**config.mk**
```make
export PLATFORM = sky130hd
export DESIGN_NAME = parity_seq_ctrl
export DESIGN_NICKNAME = d
export VERILOG_FILES = /design/src/rtl/parity_seq_ctrl_pkg.sv /design/src/rtl/parity_seq_ctrl_xor_chain.sv /design/src/rtl/parity_seq_ctrl.sv
export SDC_FILE = /design/constraint.sdc
export NUM_CORES = 1
export LEC_CHECK = 0
export BUFFER_PORTS_ARGS = -buffer_cell sky130_fd_sc_hd__buf_2
export CAP_MARGIN = 20
export CORE_AREA = 2 2 41 43
export CTS_CLUSTER_DIAMETER = 120
export DETAILED_ROUTE_END_ITERATION = 16
export DIE_AREA = 0 0 43 45
export GPL_TIMING_DRIVEN = 1
export PLACE_DENSITY = 0.69
export RECOVER_POWER = 50
export SLEW_MARGIN = 0
export SYNTH_ARGS = -nofsm -noshare
export SYNTH_HDL_FRONTEND = slang
export SYNTH_HIERARCHICAL = 1
export SYNTH_SLANG_ARGS = --single-unit
```
**constraint.sdc**
```tcl
create_clock -name clk -period 1.31 [get_ports clk]
set_input_delay 0.0655 -clock clk [delete_from_list [all_inputs] [get_ports clk]]
set_output_delay 0.0655 -clock clk [all_outputs]
set_load 0.01 [all_outputs]
```
**src/rtl/parity_seq_ctrl_pkg.sv**
```systemverilog
// Shared definitions for the nibble parity sequencing controller:
// FSM state encoding and default sizing.
package parity_pkg;

   typedef enum logic [1:0] {
      ST_IDLE  = 2'd0,
      ST_ACCUM = 2'd1,
      ST_HOLD  = 2'd2
   } state_t;

   localparam int DEF_MAX_NIBBLES = 8;
   localparam int DEF_CNT_W       = 4;

   // Smallest counter width able to hold max_beats without wrapping.
   function automatic int min_cnt_w(input int max_beats);
      int w;
      w = 1;
      while ((2 ** w) <= max_beats) w++;
      return w;
   endfunction

endpackage

```
**src/rtl/parity_seq_ctrl_xor_chain.sv**
```systemverilog
// Four-input prefix XOR chain; every tap is exposed so the same cell can
// serve partial-width parity users as well as the full-nibble parity.
module nibble_xor_chain (
   input  logic a,
   input  logic b,
   input  logic c,
   input  logic d,
   output logic p1,
   output logic p2,
   output logic p3
);

   assign p1 = a ^ b;
   assign p2 = p1 ^ c;
   assign p3 = p2 ^ d;

endmodule

```
**src/rtl/parity_seq_ctrl.sv**
```systemverilog
// Packet parity sequencer: folds a valid/ready stream of nibbles into one
// parity/count/overflow result per packet, presented on a valid/ready output.
module parity_seq_ctrl
   import parity_pkg::*;
#(
   parameter int MAX_NIBBLES = DEF_MAX_NIBBLES,
   parameter int CNT_W       = DEF_CNT_W
) (
   input  logic             clk,
   input  logic             rst,
   input  logic             odd_mode,
   input  logic             in_valid,
   output logic             in_ready,
   input  logic [3:0]       in_data,
   input  logic             in_last,
   output logic             out_valid,
   input  logic             out_ready,
   output logic             out_parity,
   output logic [CNT_W-1:0] out_count,
   output logic             out_overflow,
   output logic             busy
);

   localparam logic [CNT_W-1:0] MAX_CNT = CNT_W'(MAX_NIBBLES);
   localparam logic [CNT_W-1:0] CNT_ONE = CNT_W'(1);

   state_t           state_q, state_nxt;
   logic             acc_q, acc_nxt;
   logic             mode_q, mode_nxt;
   logic [CNT_W-1:0] cnt_q, cnt_nxt;
   logic             ovf_q, ovf_nxt;

   logic nib_par;
   logic tap_p1, tap_p2;
   logic unused_taps;
   logic accepting;
   logic beat;
   logic holding;

   nibble_xor_chain u_xor_chain (
      .a  (in_data[0]),
      .b  (in_data[1]),
      .c  (in_data[2]),
      .d  (in_data[3]),
      .p1 (tap_p1),
      .p2 (tap_p2),
      .p3 (nib_par)
   );

   // Only the final tap matters here; the partial taps are left for other users.
   assign unused_taps = tap_p1 ^ tap_p2;

   assign accepting = (state_q == ST_IDLE) || (state_q == ST_ACCUM);
   assign holding   = (state_q == ST_HOLD);

   // in_ready is gated by rst directly so nothing is offered while reset is held.
   assign in_ready  = accepting && !rst;
   assign beat      = in_valid && in_ready;

   always_ff @(posedge clk or posedge rst) begin
      if (rst) begin
         state_q <= ST_IDLE;
         acc_q   <= 1'b0;
         mode_q  <= 1'b0;
         cnt_q   <= '0;
         ovf_q   <= 1'b0;
      end else begin
         state_q <= state_nxt;
         acc_q   <= acc_nxt;
         mode_q  <= mode_nxt;
         cnt_q   <= cnt_nxt;
         ovf_q   <= ovf_nxt;
      end
   end

   always_comb begin
      state_nxt = state_q;
      acc_nxt   = acc_q;
      mode_nxt  = mode_q;
      cnt_nxt   = cnt_q;
      ovf_nxt   = ovf_q;
      unique case (state_q)
         ST_IDLE: begin
            if (beat) begin
               acc_nxt   = nib_par;
               mode_nxt  = odd_mode;
               cnt_nxt   = CNT_ONE;
               ovf_nxt   = 1'b0;
               state_nxt = in_last ? ST_HOLD : ST_ACCUM;
            end
         end
         ST_ACCUM: begin
            if (beat) begin
               acc_nxt = acc_q ^ nib_par;
               // Count saturates; parity keeps folding past the limit.
               if (cnt_q < MAX_CNT) begin
                  cnt_nxt = cnt_q + CNT_ONE;
               end else begin
                  ovf_nxt = 1'b1;
               end
               if (in_last) begin
                  state_nxt = ST_HOLD;
               end
            end
         end
         ST_HOLD: begin
            if (out_ready) begin
               state_nxt = ST_IDLE;
            end
         end
         default: begin
            state_nxt = ST_IDLE;
         end
      endcase
   end

   // Result fields read as zero whenever no result is being offered.
   assign out_valid    = holding;
   assign out_parity   = holding ? (acc_q ^ mode_q) : 1'b0;
   assign out_count    = holding ? cnt_q : '0;
   assign out_overflow = holding ? ovf_q : 1'b0;
   assign busy         = (state_q == ST_ACCUM) || holding;

endmodule

```
==> run_results.csv, run 1 <==
group,metric,value,unit
detailed_routing,drt_iter0_drc,11,
timing,finalHoldViolCount,0,
cts,cts_buffers,3,
timing,hold_ws,32.7,ps
timing,timing.setup.tns,-265,ps
synthesis,syn_area,606,um^2
synthesis,syn_area_per_cell,9.46,um^2
critical_path,crit_family,"flip-flops",
critical_path,worstSetupStartpoint,"state_q[0]$_DFFE_PP0P_",
floorplan,boundaryPins,19,
floorplan,die_area,1940,um^2
synthesis,syn_nets,78,
hold_path,holdPathEnd,"mode_q$_DFFE_PP0P_",
detailed_routing,routedWlPerCell,12.2,um
timing,setup_viol,8,
cts,htreeDepth,1,
place,dp.cells,102,
detailed_routing,drc,0,
critical_path,cp.required,1240,ps
critical_path,r2r_start,"state_q[1]$_DFFE_PP0P_",
place,gp_congestion,0.770,
cts,clock_latency,260,ps
timing,fin_crit_sh,104,%
critical_path,r2r_cells,6,
critical_path,critPathBufInv,3,
global_route,grt_overflow_total,0,
critical_path,max_stage_delay,390,ps
place,portBuffers,18,
critical_path,worstSetupEndpointType,"primary output",
critical_path,crit_top_cell,"buf_6",
power,leakage,0.417,nW
power,peakVddDrop,0.00141,V
global_route,grt_pass1_vias,525,
hold_path,min_from,"odd_mode",
final_layout,area_growth,47.9,%
final_layout,n_antenna_cell,0,
detailed_routing,routed_via_density,5.29,
timing,setup_ws,-48.2,ps
critical_path,path_class,"reg2out",
final_layout,nNetsFinal,107,
detailed_routing,ant_nets,0,
timing,fmax,736,MHz
detailed_routing,drtPass1Iterations,4,
global_route,grt_max_degree,11,
critical_path,path_max_fanout,7,
floorplan,initial_core_util,41.2,%
critical_path,crit_chain,"inv_2 -> ha_4 -> buf_6 -> and2_4 -> buf_6",
timing,period_minus_slack,1360,ps
floorplan,rows,14,
global_route,grt_usage,15.2,%
critical_path,worst_ep_arrival_time,1290,ps
critical_path,cp-start-kind,"flop",
power,power,1.79,mW
floorplan,die_w,43,um
power,powerDensity,2000,nW/um^2
timing,tightest_slew,340,ps
timing,slew_headroom,77.3,%
status,status,"complete, but fails checks",
timing,drv_slew,0,
synthesis,syn-instance-count,64,
place,dp_hpwl,1010,um
hold_path,hold_class,"in2reg",
status,violations,"setup timing",
cts,clk_pin_slew,60,ps
floorplan,die_y,45,um
synthesis,yosysWarnings,6,
hold_path,min_path_cells,2,
timing,rsz0062_at_grt,"yes",
critical_path,reg2reg_setup_slack,-20,ps
critical_path,crit_slowest_cell,"dfrtp_1",
cts,cts_tree,"built",
flow_run,cap_violations,0,
cts,clockBufferDepth,2,
critical_path,r2r_end,"ovf_q$_DFFE_PP0P_",
detailed_routing,vias,571,
final_layout,drive_gt1_share,47.8,%
cts,root_buffer,"clkbuf_4",
timing,clock_skew,0.639,ps
cts,clock-sinks,9,
global_route,antenna_found_initial,0,
floorplan,coreArea,1470,um^2
final_layout,layoutNonFillerInstCount,108,
final_layout,fillers,131,
detailed_routing,drt-total-wl,1320,um
global_route,grt_pass1_wl,2130,um
-- registers in the layout (all words and copies together) (netlist names) --
name,cells
cnt_q,4
state_q,2
acc_q,1
mode_q,1
ovf_q,1
-- how the worst max path moves through the flow --
stage                     slack (ps)  depth (start not counted)                endpoint
after floorplan                   10                          5  state_q[0]$_DFFE_PP0P_
after global placement             5                          5       ovf_q$_DFFE_PP0P_
after detailed placement         -60                          5  state_q[0]$_DFFE_PP0P_
after CTS                        -50                          5            out_count[3]
after global routing            -110                          5            out_count[3]
final                            -50                          5            out_count[3]
-- layout by cell type, fill, tap and decap left out, drive strengths merged, types with 3 or more instances in the layout --
cell type   n
inv         4
clkbuf      4
buf        23
and2        6
o22a        3
o21ai       4
nor2        4
dfrtp       9
nand2       3
ha          4
-- where the power goes --
part	internal [mW]	switching, mW	total [mW]
sequential	0.394	0.103	0.497
clock	0.113	0.105	0.218
combinational	0.574	0.499	1.07
total	1.08	0.708	1.79
-- layout make-up --
class / count / area, um^2 / share of cell area [%]
clock inverters: 1 / 5.00 / 0.559
multi-input cells: 50 / 423 / 47.2
flip-flops and latches: 9 / 225 / 25.1
inverters: 4 / 15.0 / 1.68
clock buffers: 3 / 22.5 / 2.51
repair buffers: 25 / 185 / 20.7
well taps: 16 / 20.0 / 2.23
-- what timing repair did --
item	in CTS	in global routing
gates resized for setup	17	8
endpoints found under the setup margin	14	14
pin swaps	5	2
buffers inserted	1	0
endpoints found under the hold margin	9	0
hold buffers	1	0
-- metal layers --
layer  wire [um]  global-route usage [%]  part of all wire, %
met3          65                    3.60                  4.9
met5           0                       0                    0
met4          18                    5.45                  1.4
met1         593                    16.7                   45
met2         637                    28.8                   48
-- per-stage QoR --
step / cell area, um^2 / setup WS, ps / utilization (%)
detailed placement: 749 / -56.9 / 50.9
floorplan: 606 / 11.5 / -
global placement: 749 / 4.78 / 50.9
global route: 896 / -107 / 60.9
CTS: 865 / -54.8 / 58.8
finish: 896 / -48.2 / 60.9
(Power assumes the default switching activity.)
==> run 2, diff against run 1 <==
--- a/config.mk
+++ b/config.mk
@@ -7,12 +7,13 @@
 export LEC_CHECK = 0
 export BUFFER_PORTS_ARGS = -buffer_cell sky130_fd_sc_hd__buf_2
 export CAP_MARGIN = 20
-export CORE_AREA = 2 2 41 43
+export CORE_AREA = 2 2 40 42
+export CTS_BUF_LIST = sky130_fd_sc_hd__clkbuf_4
 export CTS_CLUSTER_DIAMETER = 120
 export DETAILED_ROUTE_END_ITERATION = 16
-export DIE_AREA = 0 0 43 45
+export DIE_AREA = 0 0 42 44
 export GPL_TIMING_DRIVEN = 1
-export PLACE_DENSITY = 0.69
+export PLACE_DENSITY = 0.73
 export RECOVER_POWER = 50
 export SLEW_MARGIN = 0
 export SYNTH_ARGS = -nofsm -noshare
==> constraint.sdc (replaced) <==
create_clock -name clk -period 1.31 [get_ports clk]
set_input_delay 0.3275 -clock clk [delete_from_list [all_inputs] [get_ports clk]]
set_output_delay 0.3275 -clock clk [all_outputs]
set_load 0.01 [all_outputs]
==> run 2 against run 1 <==
Critical endpoint is now in_ready. Combinational power is 53% higher. Fmax is 14% lower. Sequential cell count is the same. Die area is 4.5% lower. Non-clock buffer count grew 9. Sequential share of layout area fell by 3.8 points. Clock power increased by 11%. The run still ends with setup timing left. Critical path depth did not move. Largest cell class unchanged.
==> run_results.csv, run 2 (same netlist as run 1, synthesis figures left out) <==
group,metric,value,unit
global_route,grt_max_degree,10,
cts,root_buffer,"clkbuf_4",
cts,clockBufferDepth,2,
place,gp_congestion,0.716,
critical_path,cp-start-kind,"flop",
final_layout,drive_gt1_share,61.4,%
place,portBuffers,18,
status,status,"complete, but fails checks",
timing,setup_viol,17,
critical_path,r2r_start,"state_q[1]$_DFFE_PP0P_",
status,violations,"setup timing",
detailed_routing,routedWlPerCell,16.5,um
timing,setup_ws,-278,ps
critical_path,worstSetupStartpoint,"state_q[1]$_DFFE_PP0P_",
timing,timing.setup.tns,-2960,ps
floorplan,die_area,1850,um^2
critical_path,path_max_fanout,3,
critical_path,cp.required,980,ps
detailed_routing,drc,0,
final_layout,utilization,74.3,%
critical_path,crit_slowest_cell,"dfrtp_1",
timing,hold_ws,188,ps
detailed_routing,drtPass1Iterations,4,
critical_path,crit_chain,"inv_2 -> ha_4 -> nor2_4 -> nor2_1 -> buf_2",
timing,drv_slew,0,
detailed_routing,drt_iter0_drc,19,
final_layout,fillers,90,
power,leakage,0.484,nW
final_layout,n_antenna_cell,0,
timing,fmax,630,MHz
detailed_routing,vias,660,
global_route,grt_usage,20.2,%
global_route,grt_pass1_vias,617,
critical_path,r2r_end,"acc_q$_DFFE_PP0P_",
final_layout,largest_register,"cnt_q",
final_layout,layoutNonFillerInstCount,117,
timing,fin_crit_sh,121,%
power,power,2.40,mW
cts,cts_buffers,3,
final_layout,layout_commonest_cell,"buf_6",
detailed_routing,drt-total-wl,1940,um
final_layout,nNetsFinal,116,
timing,period_minus_slack,1590,ps
final_layout,final_cell_mix,"12 x buf_6, 11 x buf_2, 10 x buf_4",
floorplan,rows,14,
detailed_routing,routed_via_density,5.64,
final_layout,ff_latch_area,225,um^2
timing,rsz0062_at_grt,"yes",
power,internal_power,1.46,mW
power,swShare,39.4,%
cts,clock-sinks,9,
final_layout,largest_registers,"cnt_q (4), state_q (2)",
critical_path,worstSetupEndpointType,"primary output",
floorplan,coreArea,1420,um^2
global_route,grt_overflow_total,0,
global_route,antenna_found_initial,0,
cts,clock_latency,260,ps
critical_path,endpoint,"in_ready",
power,pwr-share-seq,21.4,%
critical_path,r2r_cells,8,
final_layout,multiInputGateArea,495,um^2
critical_path,max_stage_delay,430,ps
timing,clock_skew,3.54,ps
cts,cts_tree,"built",
floorplan,initial_core_util,42.7,%
final_layout,largest_reg_flops,4,
power,p_sw,0.945,mW
critical_path,worst_ep_arrival_time,1260,ps
critical_path,path_class,"reg2out",
critical_path,reg2reg_setup_slack,-210,ps
power,p_comb_share,68.4,%
place,dp.cells,105,
hold_path,hold_class,"in2async",
global_route,grt_pass1_wl,2730,um
cts,htreeDepth,1,
cts,hold_buffers,0,
floorplan,die_w,42,um
place,dp_hpwl,1030,um
timing,finalHoldViolCount,0,
power,peakVddDrop,0.00163,V
flow_run,cap_violations,0,
power,clockPowerShare,10.1,%
floorplan,die_y,44,um
detailed_routing,ant_nets,0,
cts,clk_pin_slew,70,ps
final_layout,area_growth,74.2,%
timing,slew_headroom,64.2,%
floorplan,boundaryPins,19,
power,powerDensity,2280,nW/um^2
timing,tightest_slew,536,ps
run 2: worst max-delay path: cells and delay by family, from the launching register on:
family	cells	cell delay [ps]
flip-flops	1	430
AND/OR/NAND/NOR	2	130
adder cells (fa/ha/maj)	1	160
buffers and inverters	2	270
run 2: timing repair:
item	4_1_cts	5_1_grt
pin swaps	14	7
setup buffers	4	4
resized for setup	24	21
setup endpoints to repair	16	18
run 2: layout make-up:
type	count	share of cell area [%]
Inverter	4	1.42
Clock buffer	4	2.85
Tap cell	16	1.90
Multi-Input combinational cell	50	47.0
Sequential cell	9	21.4
Timing Repair Buffer	34	25.5
run 2: through the flow:
step / worst slack (ps) / instance area, um^2
after floorplan: 11.5 / 606
after global placement: -57.5 / 772
after detailed placement: -117 / 772
after CTS: -230 / 938
after global routing: -320 / 1050
final: -278 / 1050
run 2: metal layers:
metal | share of wire [%] | GRT usage [%]
met2 | 53 | 36.9
met3 | 4.8 | 3.75
met4 | 2.2 | 9.03
met1 | 40 | 23.0
met5 | 0 | 0
run 2: power by group through the flow:
stage          Sequential [mW]  Clock, mW  Combinational [mW]
3_5_place_dp             0.499          0               0.848
3_3_place_gp             0.494          0               0.824
5_1_grt                  0.527      0.258                1.72
2_1_floorplan            0.478          0               0.516
4_1_cts                  0.512      0.237                1.25
6_report                 0.515      0.243                1.64
run 2: worst min-delay path by stage:
| stage | startpoint | to | slack, ps | cells past startpoint |
|---|---|---|---|---|
| floorplan | rst | acc_q$_DFFE_PP0P_ | 160 | 1 |
| global placement | rst | acc_q$_DFFE_PP0P_ | 450 | 3 |
| detailed placement | rst | mode_q$_DFFE_PP0P_ | 450 | 3 |
| CTS | rst | mode_q$_DFFE_PP0P_ | 180 | 3 |
| global route | rst | cnt_q[0]$_DFFE_PP0P_ | 240 | 3 |
| finish | rst | mode_q$_DFFE_PP0P_ | 190 | 3 |
